## src/rtl/task_stream_pkg.sv

```systemverilog
// Shared types and helpers for the task word stream and its byte serializer.
package task_stream_pkg;

  localparam int DEFAULT_WORD_WIDTH = 16;
  localparam int DEFAULT_BYTE_WIDTH = 8;

  // Upper bounds for the generic byte-select helper below.
  localparam int MAX_WORD_WIDTH = 64;
  localparam int MAX_BYTE_WIDTH = 32;
  localparam int WORD_IDX_W     = $clog2(MAX_WORD_WIDTH);
  localparam int BYTE_IDX_W     = $clog2(MAX_BYTE_WIDTH);

  typedef struct packed {
    logic                          last;
    logic [DEFAULT_WORD_WIDTH-1:0] data;
  } fifo_entry_t;

  // Returns byte k of a word (zero-extended to MAX_WORD_WIDTH); the caller
  // truncates the result to its own byte width.
  function automatic logic [MAX_BYTE_WIDTH-1:0] byte_select(
    input logic [MAX_WORD_WIDTH-1:0] word,
    input int unsigned               k,
    input int unsigned               word_width,
    input int unsigned               byte_width,
    input bit                        msb_first
  );
    logic [MAX_BYTE_WIDTH-1:0] result;
    logic [WORD_IDX_W-1:0]     bit_idx;
    int unsigned               base;
    result = '0;
    base   = msb_first ? word_width - (k + 1) * byte_width : k * byte_width;
    for (int unsigned i = 0; i < MAX_BYTE_WIDTH; i++) begin
      if (i < byte_width) begin
        bit_idx = WORD_IDX_W'((base + i) % MAX_WORD_WIDTH);
        result[BYTE_IDX_W'(i)] = word[bit_idx];
      end
    end
    return result;
  endfunction

endpackage

```

## src/rtl/stream_sync_fifo.sv

```systemverilog
// Single-clock first-word-fall-through FIFO with wrap-bit pointers.
// A push into a full FIFO is accepted when a pop happens in the same cycle.
module stream_sync_fifo #(
  parameter int WIDTH = 17,
  parameter int DEPTH = 16
) (
  input  logic                   clk,
  input  logic                   rst_n,
  input  logic                   push,
  input  logic                   pop,
  input  logic [WIDTH-1:0]       din,
  output logic [WIDTH-1:0]       dout,
  output logic                   empty,
  output logic                   full,
  output logic [$clog2(DEPTH):0] level
);

  localparam int AW = $clog2(DEPTH);

  logic [WIDTH-1:0] mem [DEPTH];
  logic [AW:0]      wr_ptr;
  logic [AW:0]      rd_ptr;
  logic             do_push;
  logic             do_pop;

  assign empty   = (wr_ptr == rd_ptr);
  assign full    = (wr_ptr[AW] != rd_ptr[AW]) && (wr_ptr[AW-1:0] == rd_ptr[AW-1:0]);
  assign do_pop  = pop && !empty;
  assign do_push = push && (!full || do_pop);
  assign level   = wr_ptr - rd_ptr;
  assign dout    = mem[rd_ptr[AW-1:0]];

  // NOTE: sequential state uses non-blocking assignments so every flop samples
  // pre-edge values regardless of process ordering.
  always_ff @(posedge clk or negedge rst_n) begin
    if (!rst_n) begin
      wr_ptr <= '0;
      rd_ptr <= '0;
    end else begin
      if (do_push) wr_ptr <= wr_ptr + 1'b1;
      if (do_pop)  rd_ptr <= rd_ptr + 1'b1;
    end
  end

  // NOTE: the storage array is deliberately not reset; pointers alone define
  // which entries are valid, and resetting RAM would prevent memory inference.
  always_ff @(posedge clk) begin
    if (do_push) mem[wr_ptr[AW-1:0]] <= din;
  end

endmodule

```

## src/rtl/task_result_serializer.sv

```systemverilog
// Buffers task output words and replays them as a byte stream with
// regenerated first/last frame flags under a valid/ready handshake.
module task_result_serializer
  import task_stream_pkg::*;
#(
  parameter int WORD_WIDTH = DEFAULT_WORD_WIDTH,
  parameter int BYTE_WIDTH = DEFAULT_BYTE_WIDTH,
  parameter int FIFO_DEPTH = 16,
  parameter bit MSB_FIRST  = 1'b1
) (
  input  logic                        i_clk,
  input  logic                        i_rst,
  input  logic                        i_valid,
  input  logic                        i_last,
  input  logic [WORD_WIDTH-1:0]       i_data,
  output logic                        o_valid,
  input  logic                        i_ready,
  output logic                        o_first,
  output logic                        o_last,
  output logic [BYTE_WIDTH-1:0]       o_data,
  output logic [$clog2(FIFO_DEPTH):0] o_level,
  output logic                        o_overflow
);

  localparam int BYTES_PER_WORD = WORD_WIDTH / BYTE_WIDTH;
  localparam int KW             = (BYTES_PER_WORD > 1) ? $clog2(BYTES_PER_WORD) : 1;
  localparam logic [KW-1:0] K_LAST = KW'(BYTES_PER_WORD - 1);

  typedef struct packed {
    logic                  last;
    logic [WORD_WIDTH-1:0] data;
  } entry_t;

  entry_t                push_entry;
  entry_t                head;
  logic                  fifo_empty;
  logic                  fifo_full;
  logic                  pop;
  logic                  handshake;
  logic                  k_at_last;
  logic [KW-1:0]         k;
  logic [KW-1:0]         k_next;
  logic                  first_pending;
  logic                  first_pending_next;
  logic                  overflow;
  logic [BYTE_WIDTH-1:0] sel_byte;

  assign push_entry = '{last: i_last, data: i_data};

  stream_sync_fifo #(
    .WIDTH (WORD_WIDTH + 1),
    .DEPTH (FIFO_DEPTH)
  ) u_fifo (
    .clk   (i_clk),
    .rst_n (i_rst),
    .push  (i_valid),
    .pop   (pop),
    .din   (push_entry),
    .dout  (head),
    .empty (fifo_empty),
    .full  (fifo_full),
    .level (o_level)
  );

  assign o_valid   = !fifo_empty;
  assign handshake = o_valid && i_ready;
  assign k_at_last = (k == K_LAST);
  assign pop       = handshake && k_at_last;
  assign sel_byte  = BYTE_WIDTH'(byte_select(MAX_WORD_WIDTH'(head.data), 32'(k),
                                             WORD_WIDTH, BYTE_WIDTH, MSB_FIRST));

  // NOTE: every combinational output gets a default first so no path leaves
  // it unassigned, which would otherwise infer a latch.
  always_comb begin
    k_next             = k;
    first_pending_next = first_pending;
    if (handshake) begin
      k_next = k_at_last ? '0 : k + KW'(1);
      if (o_first) first_pending_next = 1'b0;
      // Ordered after the clear so a single-byte frame re-arms the flag.
      if (o_last)  first_pending_next = 1'b1;
    end
  end

  always_comb begin
    o_first = 1'b0;
    o_last  = 1'b0;
    o_data  = '0;
    if (o_valid) begin
      o_first = first_pending && (k == '0);
      o_last  = head.last && k_at_last;
      o_data  = sel_byte;
    end
  end

  always_ff @(posedge i_clk or negedge i_rst) begin
    if (!i_rst) begin
      k             <= '0;
      first_pending <= 1'b1;
      overflow      <= 1'b0;
    end else begin
      k             <= k_next;
      first_pending <= first_pending_next;
      if (i_valid && fifo_full && !pop) overflow <= 1'b1;
    end
  end

  assign o_overflow = overflow;

endmodule

```

## config.mk

```make
export PLATFORM = sky130hd
export DESIGN_NAME = task_result_serializer
export DESIGN_NICKNAME = d
export VERILOG_FILES = /design/src/rtl/task_stream_pkg.sv /design/src/rtl/stream_sync_fifo.sv /design/src/rtl/task_result_serializer.sv
export SDC_FILE = /design/constraint.sdc
export NUM_CORES = 1
export LEC_CHECK = 0
export ABC_AREA = 1
export BUFFER_PORTS_ARGS = -buffer_cell sky130_fd_sc_hd__buf_2
export CORE_MARGIN = 4
export CORE_UTILIZATION = 60
export DETAILED_ROUTE_END_ITERATION = 10
export PLACE_DENSITY = 0.85
export SYNTH_ARGS = -nofsm -noshare
export SYNTH_HDL_FRONTEND = slang
export SYNTH_SLANG_ARGS = --single-unit
```

## constraint.sdc

```tcl
create_clock -name i_clk -period 3.9 [get_ports i_clk]
set_input_delay 0.195 -clock i_clk [delete_from_list [all_inputs] [get_ports i_clk]]
set_output_delay 0.195 -clock i_clk [all_outputs]
set_load 0.05 [all_outputs]
```

==> flow_summary.toml <==
[status]
status = "complete, no violations"

[placed_design]
place_ws_ns = 1.18
gp_congestion = 0.909
dp_hpwl_um = 18200
port-buffer-count = 37

[global_routing]
grt_pass1_wl_um = 46900
grt.total_usage_pct = 25.4
antenna_found_initial = 0
grt_pass1_vias = 8667
grt-ovfl-total = 0
grt_max_degree = 72

[sta]
whs_ns = 0.0507
finalSetupTns_ns = 0
fin_ws_ns = 0.603
min_period_over_period_pct = 84.5
finalSetupViolations = 0
final_hold_viol_count = 0
relSlewSlack_pct = 41.4
rsz0062_at_grt = "no"
fin_skew_ns = 0.0190
tightest_slew_ns = 0.878
fmax_ghz = 0.303
drv_slew = 0
fin_crit_ns = 3.30

[cts]
numCtsBuffers = 30
h-tree-depth = 1
cts_sinks = 285
clk_pin_slew_ns = 0.06
root_buffer = "clkbuf_16"
clockBufferDepth = 3
cts_resized = 0
clk_latency_ns = 0.56
cts_tree = "done"

[final_layout]
antennaDiodeCount = 0
fin_util_pct = 69.3
drive_gt1_share_pct = 9.85
nNetsFinal = 1367
areaGrowthSynthToFinish_pct = 12.2

[yosys]
yosys.area.top_type = "edfxtp_1"
synth_ff_type = "edfxtp_1"
synth_top_area_share_pct = 64.5
avgSynthCellArea_um2 = 9.86
synth-seq-area-share_pct = 67.0
syn-instance-count = 1285
synth_cell_types = 23
synth_area_mm2 = 0.0127
synth_area_leaders = "edfxtp_1 64%, nand2_1 15%, inv_1 6.9%"
synth_edf_count = 272
yosys_warnings = 0
syn_nets = 1316
ys_seq_elements = 285
ys_async_sr_fraction_pct = 4.56

[drt]
vias = 8846
vias_per_cell = 5.43
drt_wl_total_um = 30000
detail_route.wl_per_cell_um = 18.4
dr.pass1.iters = 7
drc = 0
drtIter0Drc = 951
ant_nets = 0

[floorplan]
die_y_um = 153
die-area_mm2 = 0.0235
initial_core_util_pct = 61.8
rows = 52
io_pins = 38
die_w_um = 153
core_mm2 = 0.0205

[worst_setup_path]
reg2reg_slack_ns = 1.15
required_ns = 3.70
cpMostUsedCell = "nand2_1"
path_cells = "inv_4 > buf_12 > nand2_1 > nand2_1 > nand2_1 > nand3_1 > nand3_1 > nand2_1 > nand2_1 > nand2_1 > buf_2"
cp-endpoint = "o_data[5]"
cp_max_fo = 63
cp-start-kind = "flop"
startpoint = "u_fifo.rd_ptr[0]$_DFFE_PN0P_"
crit_type = "reg -> out"
end_kind = "primary output"
slowest_delay_ns = 0.64
reg2regPathDepth = 9
r2r-start = "u_fifo.rd_ptr[0]$_DFFE_PN0P_"
arrival_ns = 3.10
timing.rr.end = "u_fifo.mem[13][4]$_DFFE_PP_"
crit_slowest_cell = "dfrtp_4"

[power_and_ir_drop]
power.density_mw_per_mm2 = 776
total_power_mw = 11.0
p_leak_nw = 6.36
vdd_ir_drop_max_mv = 0.716

[job]
maxCapViolations = 0

[worst_hold_path]
hold_class = "in -> reg"
[report_power, final]
group	internal [mW]	switching [mW]
clock network	1.55	1.14
logic	1.13	3.34
registers	3.70	0.167
total	6.38	4.65
[cells in the mapped netlist (3+ instances only)]
library cell	instances
nand3_1	156
inv_2	3
inv_1	233
o21ai_0	10
buf_2	28
dfrtp_1	12
a21oi_1	3
clkbuf_1	18
nand2_1	498
xor2_1	9
buf_1	3
edfxtp_1	272
ha_1	9
nor2_1	19
[worst min path at each step]
stage,startpoint,to,slack (ns),cells after the start
finish,i_data[0],u_fifo.mem[7][0]$_DFFE_PP_,0.05,1
global route,i_data[2],u_fifo.mem[13][2]$_DFFE_PP_,0.06,1
CTS,i_data[2],u_fifo.mem[9][2]$_DFFE_PP_,0.04,1
detailed placement,i_rst,u_fifo.rd_ptr[3]$_DFFE_PN0P_,0.11,1
global placement,i_rst,u_fifo.rd_ptr[2]$_DFFE_PN0P_,0.11,1
floorplan,i_rst,k$_DFFE_PN0P_,-0.10,0
[flip-flops by register name (all words and copies together), names as in the netlist]
signal and count:
first_pending 1, u_fifo.mem 272, u_fifo.wr_ptr 5, o_overflow 1, u_fifo.rd_ptr 5, k 1
[metrics by stage]
step / cells / cell area [um2]
floorplan: 1285 / 12700
global placement: 1571 / 13200
global route: 1630 / 14200
detailed placement: 1571 / 13200
finish: 1630 / 14200
CTS: 1630 / 14200
[layer usage]
layer  vias to the layer above  GRT usage, %  wire, um
met5                         -             0         0
met4                         0          9.76      1110
met3                        76          3.56      2950
met2                       487          42.0     14500
met1                      4124          34.6     11500
li1                       4159             -         -
[critical path: cells and delay by family, from the launching register on]
family / cells / cell delay, ns
flops: 1 / 0.64
buf+inv: 3 / 1.01
simple gates: 8 / 0.87
[layout make-up]
cell class              instances  area (um2)
flip-flops and latches        285        8500
fillers                      1448        6280
multi-input cells             711        3090
inverters                     238         896
clock buffers                  37         777
repair buffers                 70         453
well taps                     270         338
clock inverters                19         160
[cells by family (layout without fill, tap and decap cells)]
| family | after synthesis | after routing | share of synthesized area, % |
|---|---|---|---|
| buffers and inverters | 289 | 364 | 8.90 |
| and+or+nand+nor | 674 | 674 | 21.6 |
| DFF | 285 | 285 | 67.0 |
| xor gates and xnor gates | 11 | 11 | 0.760 |
| AOI/OAI and AO/OA | 16 | 16 | 0.691 |
| adders and majority gates | 10 | 10 | 1.05 |
[what timing repair did]
| item | CTS | global route |
|---|---|---|
| buffers inserted | 0 | 0 |
| endpoints found under the hold margin | 16 | 0 |
| hold buffers | 3 | 0 |
[layout by cell type (no fill, tap or decap), types with 9 or more instances in the layout]
master	synthesis	routed
buf_2	28	37
nand3_1	156	156
nand2_1	498	498
dfrtp_1	12	10
edfxtp_1	272	272
clkbuf_16	0	30
xor2_1	9	9
nor2_2	0	16
buf_4	2	29
inv_1	233	233
o21ai_0	10	10
ha_1	9	9
Note: power is estimated with default switching activity, not from simulation.
